--- config.mk ---
export PLATFORM = sky130hd
export DESIGN_NAME = rx_port_arbiter
export DESIGN_NICKNAME = d
export VERILOG_FILES = /design/src/rtl/rx_arb_pkg.sv /design/src/rtl/rr_priority_pick.sv /design/src/rtl/rx_port_arbiter.sv
export SDC_FILE = /design/constraint.sdc
export NUM_CORES = 1
export LEC_CHECK = 0
export CORE_MARGIN = 2
export CORE_UTILIZATION = 34
export CTS_BUF_LIST = sky130_fd_sc_hd__clkbuf_2
export CTS_CLUSTER_DIAMETER = 40
export DETAILED_ROUTE_END_ITERATION = 16
export GPL_TIMING_DRIVEN = 0
export MAX_ROUTING_LAYER = met4
export PLACE_DENSITY = 0.95
export SYNTH_ARGS = -nofsm -noshare
export SYNTH_HDL_FRONTEND = slang
export SYNTH_SLANG_ARGS = --single-unit
export TNS_END_PERCENT = 50
--- constraint.sdc ---
create_clock -name clk -period 4.2 [get_ports clk]
set_input_delay 0.63 -clock clk [delete_from_list [all_inputs] [get_ports clk]]
set_output_delay 0.63 -clock clk [all_outputs]
set_load 0.01 [all_outputs]
--- src/rtl/rx_arb_pkg.sv ---
// rx_arb_pkg: shared types and defaults for the RX port arbiter
package rx_arb_pkg;
  typedef enum logic [1:0] {IDLE, FWD, FLUSH} arb_state_t;
  localparam int N_PORTS_DEF = 4;
  localparam int MAX_FRAME_WORDS_DEF = 380;
  localparam int TDATA_WIDTH_DEF = 32;
  typedef logic [$clog2(N_PORTS_DEF)-1:0] port_idx_t;
endpackage

--- src/rtl/rr_priority_pick.sv ---
// rr_priority_pick: combinational round-robin pick starting after last_grant
module rr_priority_pick #(
  parameter int N = 4,
  localparam int IW = $clog2(N)
) (
  input  logic [N-1:0]  req,
  input  logic [IW-1:0] last_grant,
  output logic          any_req,
  output logic [IW-1:0] pick_idx
);
  always_comb begin
    any_req = |req;
    pick_idx = last_grant;
    // walk farthest-first so the closest requester after last_grant wins
    for (int i = N; i >= 1; i--)
      if (req[(int'(last_grant) + i) % N]) pick_idx = IW'((int'(last_grant) + i) % N);
  end
endmodule

--- src/rtl/rx_port_arbiter.sv ---
// rx_port_arbiter: frame-granular round-robin share of one packet_parser between RX ports
module rx_port_arbiter import rx_arb_pkg::*; #(
  parameter int N_PORTS = N_PORTS_DEF,
  parameter int C_s_axis_rxd_TDATA_WIDTH = TDATA_WIDTH_DEF,
  parameter int MAX_FRAME_WORDS = MAX_FRAME_WORDS_DEF,
  localparam int W = C_s_axis_rxd_TDATA_WIDTH,
  localparam int IW = $clog2(N_PORTS),
  localparam int CW = $clog2(MAX_FRAME_WORDS + 1)
) (
  input  logic                 clk,
  input  logic                 rst,
  input  logic [N_PORTS-1:0]   i_rxd_tvalid,
  input  logic [N_PORTS-1:0]   i_rxd_tlast,
  input  logic [N_PORTS*W-1:0] i_rx_tdata,
  output logic [N_PORTS-1:0]   o_rxd_tready,
  output logic                 o_pp_tvalid,
  output logic                 o_pp_tlast,
  output logic [W-1:0]         o_pp_tdata,
  input  logic                 i_pp_tready,
  output logic [IW-1:0]        o_grant,
  output logic                 o_busy,
  output logic                 o_frame_done,
  output logic                 o_frame_trunc
);
  arb_state_t state, state_nx;
  logic [IW-1:0] grant, last_grant, pick_idx;
  logic [CW-1:0] cnt;
  logic any_req, acc, p_valid, p_last, at_max;
  rr_priority_pick #(.N(N_PORTS)) u_pick (
    .req(i_rxd_tvalid),
    .last_grant(last_grant),
    .any_req(any_req),
    .pick_idx(pick_idx)
  );
  assign p_valid = i_rxd_tvalid[grant];
  assign p_last = i_rxd_tlast[grant];
  assign at_max = cnt == CW'(MAX_FRAME_WORDS - 1);
  assign o_grant = grant;
  always_comb begin
    state_nx = state;
    o_rxd_tready = '0;
    o_pp_tvalid = 1'b0;
    o_pp_tlast = 1'b0;
    o_pp_tdata = '0;
    o_frame_done = 1'b0;
    o_frame_trunc = 1'b0;
    acc = 1'b0;
    case (state)
      IDLE: state_nx = any_req ? FWD : IDLE;
      FWD: begin
        o_rxd_tready[grant] = i_pp_tready;
        o_pp_tvalid = p_valid;
        o_pp_tlast = p_last | at_max;
        o_pp_tdata = i_rx_tdata[int'(grant)*W +: W];
        acc = p_valid & i_pp_tready;
        o_frame_done = acc & p_last;
        o_frame_trunc = acc & at_max & ~p_last;
        state_nx = o_frame_done ? IDLE : o_frame_trunc ? FLUSH : FWD;
      end
      FLUSH: begin
        // the parser already saw a forced tlast; drain the rest of the frame
        o_rxd_tready[grant] = 1'b1;
        state_nx = (p_valid & p_last) ? IDLE : FLUSH;
      end
      default: state_nx = IDLE;
    endcase
  end
  always_ff @(posedge clk) begin
    if (rst) begin
      state <= IDLE;
      grant <= '0;
      last_grant <= IW'(N_PORTS - 1);
      cnt <= '0;
      o_busy <= 1'b0;
    end else begin
      state <= state_nx;
      o_busy <= state_nx != IDLE;
      if (state == IDLE && any_req) begin
        grant <= pick_idx;
        last_grant <= pick_idx;
        cnt <= '0;
      end else if (acc) cnt <= cnt + CW'(1);
    end
  end
endmodule

-- Word-level counts from Yosys, hierarchy flattened
Index checks and enable logic that the tools add are counted.
- bitwise gates (word level): 12
- order comparisons: 6
- multiplexer cells: 34
- $add $sub $neg: 5
- reductions and logical operators: 10
- shift operators: 1
- eq/ne operators: 3
- operators with widths (cell ; number):
    128-bit by 8-bit variable part select with 32-bit output ; 1
    32-bit 2-to-1 mux ; 1
    1-bit 2-to-1 mux ; 17
    3-bit by 4-bit less-than comparator with 1-bit output, second input constant ; 4
    2-bit 2-to-1 mux ; 7
    1-bit binary-select mux with 2-bit select ; 6
    2-bit OR reduction ; 5
    9-bit by 1-bit adder with 9-bit output, second input constant ; 1
    9-bit == test, second input constant ; 1
    4-bit case mux with 2 select lines ; 1
    2-bit case mux with 3 select lines ; 1
    1-bit bitwise AND ; 5
    2-bit by 1-bit adder with 2-bit output, second input constant ; 2
    2-bit adder, second input constant ; 2
    1-bit bitwise AND, first input constant ; 4
    4-bit bitwise AND ; 1
    4-bit OR reduction ; 1
    2-bit by 3-bit less-than comparator with 1-bit output, second input constant ; 1
    1-bit demux with 2-bit select ; 1
    2-bit by 1-bit == test with 1-bit output, second input constant ; 1
    2-bit == test, second input constant ; 1
    2-bit by 1-bit greater-or-equal comparator with 1-bit output, second input constant ; 1
    1-bit logical AND ; 2
    2-bit logical NOT ; 1
    3 further kinds ; 3
- input port bits: 139
- bits in registers: 16
- output and inout port bits: 43
- word-level logic and storage cells: 76

-- Depth between registers and ports, before layout
Gate-level depths: netlist of the first run.
- depth after elaboration: 10
- gate-level depth with buffers: 8
- gate-level depth less buffers: 6

-- Modules after synthesis
Synthesis of the first run repeated with hierarchy kept, for this count alone.
- cells, all modules: 196
- area, all modules: 1974.4 sq um
- by module, submodules not included (module ; cells each ; instances ; area an instance (sq um)):
    rx_port_arbiter ; 182 ; 1 ; 1901.8
    rr_priority_pick ; 14 ; 1 ; 72.6

-- Worst setup path before layout of the first run
Ideal clock, no wire load.
- path kind: flip-flop to output port
- start: reg grant[0], in the netlist o_grant[0]
- end: out o_pp_tdata[10]
- arrival time: 1.591 ns
- buffers on the path: 2
- cell stages (with the launch flop): 5
- setup slack: 1.979 ns
- data required time: 3.570 ns
- cells stage by stage: dfxtp_1 > buf_4 > buf_4 > mux4_2 > and2_1
- word-level cells in the longest chain between the ends: 2
- RTL lines (what ; RTL line ; text):
    from (decl) ; rx_port_arbiter.sv:26 ; logic [IW-1:0] grant, last_grant, pick_idx;
    from (signal assigned) ; rx_port_arbiter.sv:79 ; grant <= pick_idx;
    128-bit by 8-bit variable part select with 32-bit output ; rx_port_arbiter.sv:54 ; o_pp_tdata = i_rx_tdata[int'(grant)*W +: W];
    32-bit 2-to-1 mux ; rx_port_arbiter.sv:48 ; case (state)
    to (decl) ; rx_port_arbiter.sv:18 ; output logic [W-1:0] o_pp_tdata,
No other way between the ends.

-- Worst setup path in the final report of the first run
- start: reg grant[1], in the netlist o_grant[1]
- end: out o_pp_tdata[12]
The elaborated chain is that of the path after synthesis.

==> results of run 1 <==
[cell usage after synthesis]
cell / instances
a211oi_1: 1
a21o_1: 1
a21oi_1: 14
and2_1: 35
and3_1: 1
and4_1: 2
buf_2: 5
buf_4: 3
buf_6: 2
clkbuf_1: 5
dfxtp_1: 16
ha_1: 5
inv_1: 3
mux2i_1: 2
mux4_2: 34
nand2_1: 10
nand2b_1: 3
nand3_1: 6
nand3b_1: 1
nand4_1: 1
nor2_1: 8
nor2b_1: 3
nor3_1: 1
nor3b_1: 2
nor4bb_1: 1
o211ai_1: 2
o21ai_0: 7
o21bai_1: 1
o221a_2: 1
o22a_2: 1
o22ai_1: 1
o31ai_1: 3
o41a_1: 1
o41ai_2: 1
or3_1: 5
or4_1: 2
xnor2_1: 1
[final timing paths]
check	startpoint	to	slack [ns]	cells past startpoint
max	o_grant[1]	o_pp_tdata[12]	0.94	6
min	cnt[1]	cnt[1]	0.49	2
max reg2reg	state[1]	cnt[6]	2.33	8
min reg2reg	cnt[1]	cnt[1]	0.49	2
[routing by layer]
layer | track usage | part of all wire | vias to the layer above | wire length (um)
li1 | - | - | 1114 | -
met1 | 0.288 | 0.36 | 1104 | 3050
met2 | 0.468 | 0.53 | 123 | 4490
met3 | 0.0690 | 0.093 | 16 | 791
met4 | 0.0559 | 0.023 | 0 | 197
met5 | - | 0 | - | 0
[final cells by class]
type	count	area, um2
plain buffers	15	88.8
clock buffers	3	15.0
clock inverters	1	3.75
fillers	420	1650
inverters	3	11.3
multi-input cells	157	1550
flip-flops and latches	16	320
well taps	72	90.1
repair buffers	181	1810
[cells in the final DEF (no fill, tap or decap), types with 2 or more instances in the layout]
cell type,instances
o21ai_0,7
nor2b_1,3
ha_1,5
buf_2,5
o31ai_1,3
buf_4,3
nand2_1,10
clkbuf_1,5
and2_1,35
nor3b_1,2
nor2_1,8
a21oi_1,14
or3_1,5
dfxtp_1,16
mux2i_1,2
mux4_2,34
clkdlybuf4s50_1,181
nand2b_1,3
nand3_1,6
and4_1,2
or4_1,2
o211ai_1,2
inv_1,3
clkbuf_2,3
buf_6,2
[worst max-delay path: cells and delay by family (launching register included)]
kind	cells	cell delay [ns]
buf+inv	4	1.40
flops	1	0.39
mux	1	0.38
simple gates	1	0.18
[sequential cells by signal (all words and copies together), names as in the netlist]
name	count
cnt	9
last_grant	2
o_busy	1
o_grant	2
state	2
[per-stage QoR]
stage / util / area [um2] / setup WS [ns] / hold WS [ns]
2_1_floorplan: - / 1970 / 1.98 / 0.449
3_3_place_gp: 0.698 / 3870 / 1.06 / 0.462
3_5_place_dp: 0.698 / 3870 / 1.05 / 0.469
4_1_cts: 0.701 / 3890 / 0.933 / 0.489
5_1_grt: 0.701 / 3890 / 0.845 / 0.527
6_report: 0.701 / 3890 / 0.941 / 0.490
[power by group through the flow]
stage | Clock [mW] | Combinational, mW | Sequential, mW
floorplan | 0 | 0.252 | 0.172
global placement | 0 | 0.512 | 0.171
detailed placement | 0 | 0.524 | 0.172
CTS | 0.0709 | 0.526 | 0.169
global route | 0.0781 | 0.559 | 0.170
finish | 0.0678 | 0.523 | 0.169
[cell families after synthesis]
kind of cell / after synthesis
adder cells (fa/ha/maj): 5
flip-flops: 16
XOR/XNOR: 1
AO/OA/AOI/OAI: 34
multiplexers: 36
buffers and inverters: 18
AND/OR/NAND/NOR: 81
==> flow_metrics.py, run 1 <==
metrics = {
    "power": {
        "p_total_mw": 0.760,
        "comb_power_share": 0.688,
        "vdd_drop_max_v": 0.000167,
        "leakagePower_nw": 1.35,
        "swShare": 0.319,
        "seqPwrFrac": 0.222,
        "p_per_area_mw_per_mm2": 195,
        "intPower_mw": 0.518,
        "pwr-share-clk": 0.089,
        "power_switching_mw": 0.242,
    },
    "floorplanning": {
        "core-area_mm2": 0.00554,
        "die_x_um": 80.0,
        "initial_core_util": 0.355,
        "die_h_um": 80.0,
        "die_area_mm2": 0.00641,
        "rows": 27,
        "io_pins": 182,
    },
    "timing": {
        "fin_crit_ns": 3.26,
        "fmax_mhz": 307,
        "setup_viol": 0,
        "tightestPinTransition_ns": 0.651,
        "slew_headroom": 0.561,
        "slew_viol_final": 0,
        "min_period_over_period": 0.776,
        "hold_viol": 0,
        "skew_ns": 0.0108,
        "final.setup.tns_ns": 0,
        "rsz0062_at_grt": "no",
    },
    "yosys": {
        "synth_area_mm2": 0.00197,
        "synth-seq-area-share": 0.163,
        "yosysWarnings": 0,
        "synth-xor-area-share": 0.00446,
        "synth_top_area_cell": "mux4_2",
        "synthAdderAreaFrac": 0.0318,
        "syn_inst": 191,
        "synthMuxAreaShare": 0.400,
        "avgSynthCellArea_um2": 10.3,
        "synth_seq_cells": 16,
        "synth_area_leaders": "mux4_2 (39%), dfxtp_1 (16%), and2_1 (11%)",
        "synth_top_family_by_area": "multiplexers",
        "synth_top_area_frac": 0.390,
        "synth_cell_types": 37,
        "yosys.area_share.simple": 0.238,
        "syn_nets": 335,
        "synth_compound_area_frac": 0.112,
    },
    "place": {
        "dpl.hpwl_um": 7270,
        "dp.cells": 444,
        "portBuffers": 181,
        "place.gp.congestion": 0.831,
    },
    "setup_path": {
        "endpoint_kind": "primary output",
        "worstPathMaxFanout": 10,
        "startpoint_type": "register",
        "path_cells": "buf_6, buf_2, clkbuf_1, mux4_2, and2_1, clkdlybuf4s50_1",
        "criticalPathCategory": "reg -> out",
        "critPathArrivalTime_ns": 2.63,
        "worstPathRequired_ns": 3.57,
        "critPathMaxStageDelay_ns": 0.51,
        "slowest_stage": "clkdlybuf4s50_1",
    },
    "drt": {
        "drc": 0,
        "vias_per_cell": 5.26,
        "wl_per_cell_um": 19.0,
        "via_count": 2357,
        "antenna_left": 0,
        "drt_iter0_drc": 54,
        "dr.pass1.iters": 6,
        "finalWirelength_um": 8530,
    },
    "clock_network": {
        "clkSinkCount": 16,
        "cts_root_buf": "clkbuf_2",
        "cts.repair.resized": 0,
        "cts_tree": "built",
        "path_clk_slew_ns": 0.14,
        "cts_max_path_buffers": 2,
        "post_cts_buffers": 0,
        "htree_levels": 1,
        "cts_inserted_buffers": 3,
        "clock_latency_ns": 0.29,
        "ctsHoldBuffers": 0,
    },
    "global_routing": {
        "grt_pass1_wl_um": 12500,
        "antenna_found_initial": 0,
        "grt_max_degree": 11,
        "grt_pass1_vias": 2478,
        "grt_overflow": 0,
        "grt_util_all_layers": 0.260,
    },
    "cells_and_area": {
        "n_antenna_cell": 0,
        "syn_to_final_growth_pct": 97.7,
        "drive_above_1_share": 0.133,
        "design.final.nets": 521,
        "fin_cells": 448,
    },
    "hold_path": {
        "hold_path.class": "reg -> reg",
    },
    "outcome": {
        "status": "finished, final reports clean",
    },
    "job": {
        "drv_cap": 0,
    },
}
No activity file was read; power rests on OpenSTA's default activity.
==> inputs of run 2 (changes only) <==
--- a/config.mk
+++ b/config.mk
@@ -6,13 +6,13 @@
 export NUM_CORES = 1
 export LEC_CHECK = 0
 export CORE_MARGIN = 2
-export CORE_UTILIZATION = 34
+export CORE_UTILIZATION = 32
 export CTS_BUF_LIST = sky130_fd_sc_hd__clkbuf_2
 export CTS_CLUSTER_DIAMETER = 40
 export DETAILED_ROUTE_END_ITERATION = 16
 export GPL_TIMING_DRIVEN = 0
 export MAX_ROUTING_LAYER = met4
-export PLACE_DENSITY = 0.95
+export PLACE_DENSITY = 0.93
 export SYNTH_ARGS = -nofsm -noshare
 export SYNTH_HDL_FRONTEND = slang
 export SYNTH_SLANG_ARGS = --single-unit
==> constraint.sdc (replaced) <==
create_clock -name clk -period 3.35 [get_ports clk]
set_input_delay 0.5025 -clock clk [delete_from_list [all_inputs] [get_ports clk]]
set_output_delay 0.5025 -clock clk [all_outputs]
set_load 0.01 [all_outputs]
==> run 2 against run 1 <==
Effect of this change:
- flip-flop and latch count is the same
- hold slack lost 0.0011 ns
- first-iteration DRC count grew 11%
- clock skew shrank 0.0056 ns
==> flow_metrics.py, run 2 (synthesized netlist as in run 1, its figures left out) <==
metrics = {
    "outcome": {
        "status": "finished, final reports clean",
    },
    "floorplanning": {
        "io_pins": 182,
        "die_x_um": 82.4,
        "core-area_mm2": 0.00592,
        "die_area_mm2": 0.00679,
        "initial_core_util": 0.332,
        "die_h_um": 82.4,
        "rows": 28,
    },
    "cells_and_area": {
        "largest_reg_flops": 9,
        "fin_cells": 450,
        "nFillCells": 471,
        "syn_to_final_growth_pct": 97.7,
        "mostFrequentLayoutCell": "clkdlybuf4s50_1",
        "largest_register": "cnt",
        "design.final.nets": 520,
        "drive_above_1_share": 0.133,
        "fin_area_mm2": 0.00389,
        "n_antenna_cell": 0,
        "final_cell_mix": "clkdlybuf4s50_1 (181), and2_1 (35), mux4_2 (34), dfxtp_1 (16), a21oi_1 (14)",
    },
    "timing": {
        "hold_viol": 0,
        "final.setup.tns_ns": 0,
        "slew_headroom": 0.584,
        "skew_ns": 0.00516,
        "slew_viol_final": 0,
        "setup_viol": 0,
        "fmax_mhz": 320,
        "tightestPinTransition_ns": 0.617,
        "min_period_over_period": 0.933,
        "fin_crit_ns": 3.13,
        "rsz0062_at_grt": "no",
    },
    "setup_path": {
        "cp_top_family": "buffers and inverters",
        "worstPathRequired_ns": 2.85,
        "endpoint_kind": "primary output",
        "slowest_stage": "clkdlybuf4s50_1",
        "criticalPathCategory": "reg -> out",
        "cpMostUsedCell": "buf_2",
        "worstPathMaxFanout": 19,
        "critPathMaxStageDelay_ns": 0.49,
        "path_cells": "buf_6, buf_2, buf_2, mux4_2, and2_1, clkdlybuf4s50_1",
        "critPathArrivalTime_ns": 2.62,
        "critical_path_buf_inv_count": 4,
        "startpoint_type": "register",
        "r2r_slack_ns": 1.46,
    },
    "clock_network": {
        "ctsHoldBuffers": 0,
        "htree_levels": 1,
        "post_cts_buffers": 0,
        "cts_root_buf": "clkbuf_2",
        "cts_tree": "built",
        "cts_max_path_buffers": 2,
        "cts_inserted_buffers": 3,
        "clock_latency_ns": 0.32,
        "clkSinkCount": 16,
        "cts.repair.resized": 0,
        "path_clk_slew_ns": 0.17,
    },
    "global_routing": {
        "grt_pass1_wl_um": 12100,
        "grt_overflow": 0,
        "grt_pass1_vias": 2394,
        "grt_util_all_layers": 0.245,
        "antenna_found_initial": 0,
        "grt_max_degree": 11,
    },
    "drt": {
        "via_count": 2386,
        "dr.pass1.iters": 4,
        "drt_iter0_drc": 60,
        "finalWirelength_um": 8860,
        "drc": 0,
        "antenna_left": 0,
        "vias_per_cell": 5.30,
        "wl_per_cell_um": 19.7,
    },
    "power": {
        "p_total_mw": 0.969,
        "leakagePower_nw": 1.35,
        "p_per_area_mw_per_mm2": 249,
        "vdd_drop_max_v": 0.000241,
    },
    "hold_path": {
        "hold_path.class": "reg -> reg",
    },
    "place": {
        "portBuffers": 181,
        "dp.cells": 447,
        "place.gp.congestion": 0.804,
        "dpl.hpwl_um": 7570,
        "place_area_mm2": 0.00387,
    },
    "job": {
        "drv_cap": 0,
    },
}
==> run 2: cell count changes in the layout (fill, tap and decap cells not counted), sizes merged <==
| cell | before | now |
|---|---|---|
| clkbuf | 8 | 7 |
==> run 2: worst register-to-register path: stages (launching register included) <==
cell and delay (ns):
dfxtp_1 0.37, inv_1 0.09, ha_1 0.16, buf_2 0.23, nand3b_1 0.13, o22a_2 0.25
buf_6 0.15, or3_1 0.34, a21oi_1 0.14
==> run 2: metal layers <==
metal | global-route usage | vias to the layer above | routed length, um
li1 | - | 1109 | -
met1 | 0.250 | 1145 | 2950
met2 | 0.448 | 118 | 4660
met3 | 0.0902 | 14 | 1060
met4 | 0.0483 | 0 | 184
met5 | - | - | 0
==> run 2: final timing paths <==
path | startpoint | endpoint | depth (start not counted)
setup reg to reg | state[1] | cnt[6] | 8
hold reg to reg | cnt[1] | cnt[1] | 2
hold / removal | cnt[1] | cnt[1] | 2
setup / recovery | o_grant[1] | o_pp_tdata[19] | 6
==> run 2: per-stage QoR <==
stage	hold slack, ns	worst slack, ns	util
finish	0.489	0.224	0.656
global route	0.519	0.0568	0.656
CTS	0.489	0.125	0.657
detailed placement	0.470	0.439	0.654
global placement	0.462	0.470	0.654
floorplan	0.449	1.26	-
==> run 2: layout make-up <==
type	count	area [um2]	area share
tap	75	93.8	0.0241
timing repair buffer	181	1810	0.466
clock inverter	1	3.75	0.000966
multi-input combinational	157	1550	0.398
buffer	14	85.1	0.0219
sequential	16	320	0.0824
clock buffer	3	15.0	0.00386
inverter	3	11.3	0.00290
==> run 2: where the power goes <==
part / internal [mW] / switching (mW)
registers: 0.201 / 0.0105
logic: 0.421 / 0.240
clock network: 0.0259 / 0.0707
total: 0.648 / 0.321
==> inputs of run 3 (changes only) <==
--- a/config.mk
+++ b/config.mk
@@ -10,6 +10,7 @@
 export CTS_BUF_LIST = sky130_fd_sc_hd__clkbuf_2
 export CTS_CLUSTER_DIAMETER = 40
 export DETAILED_ROUTE_END_ITERATION = 16
+export GPL_ROUTABILITY_DRIVEN = 1
 export GPL_TIMING_DRIVEN = 0
 export MAX_ROUTING_LAYER = met4
 export PLACE_DENSITY = 0.93
==> results of run 3 <==
No change in the layout: final DEF, timing and power equal those of run 2.
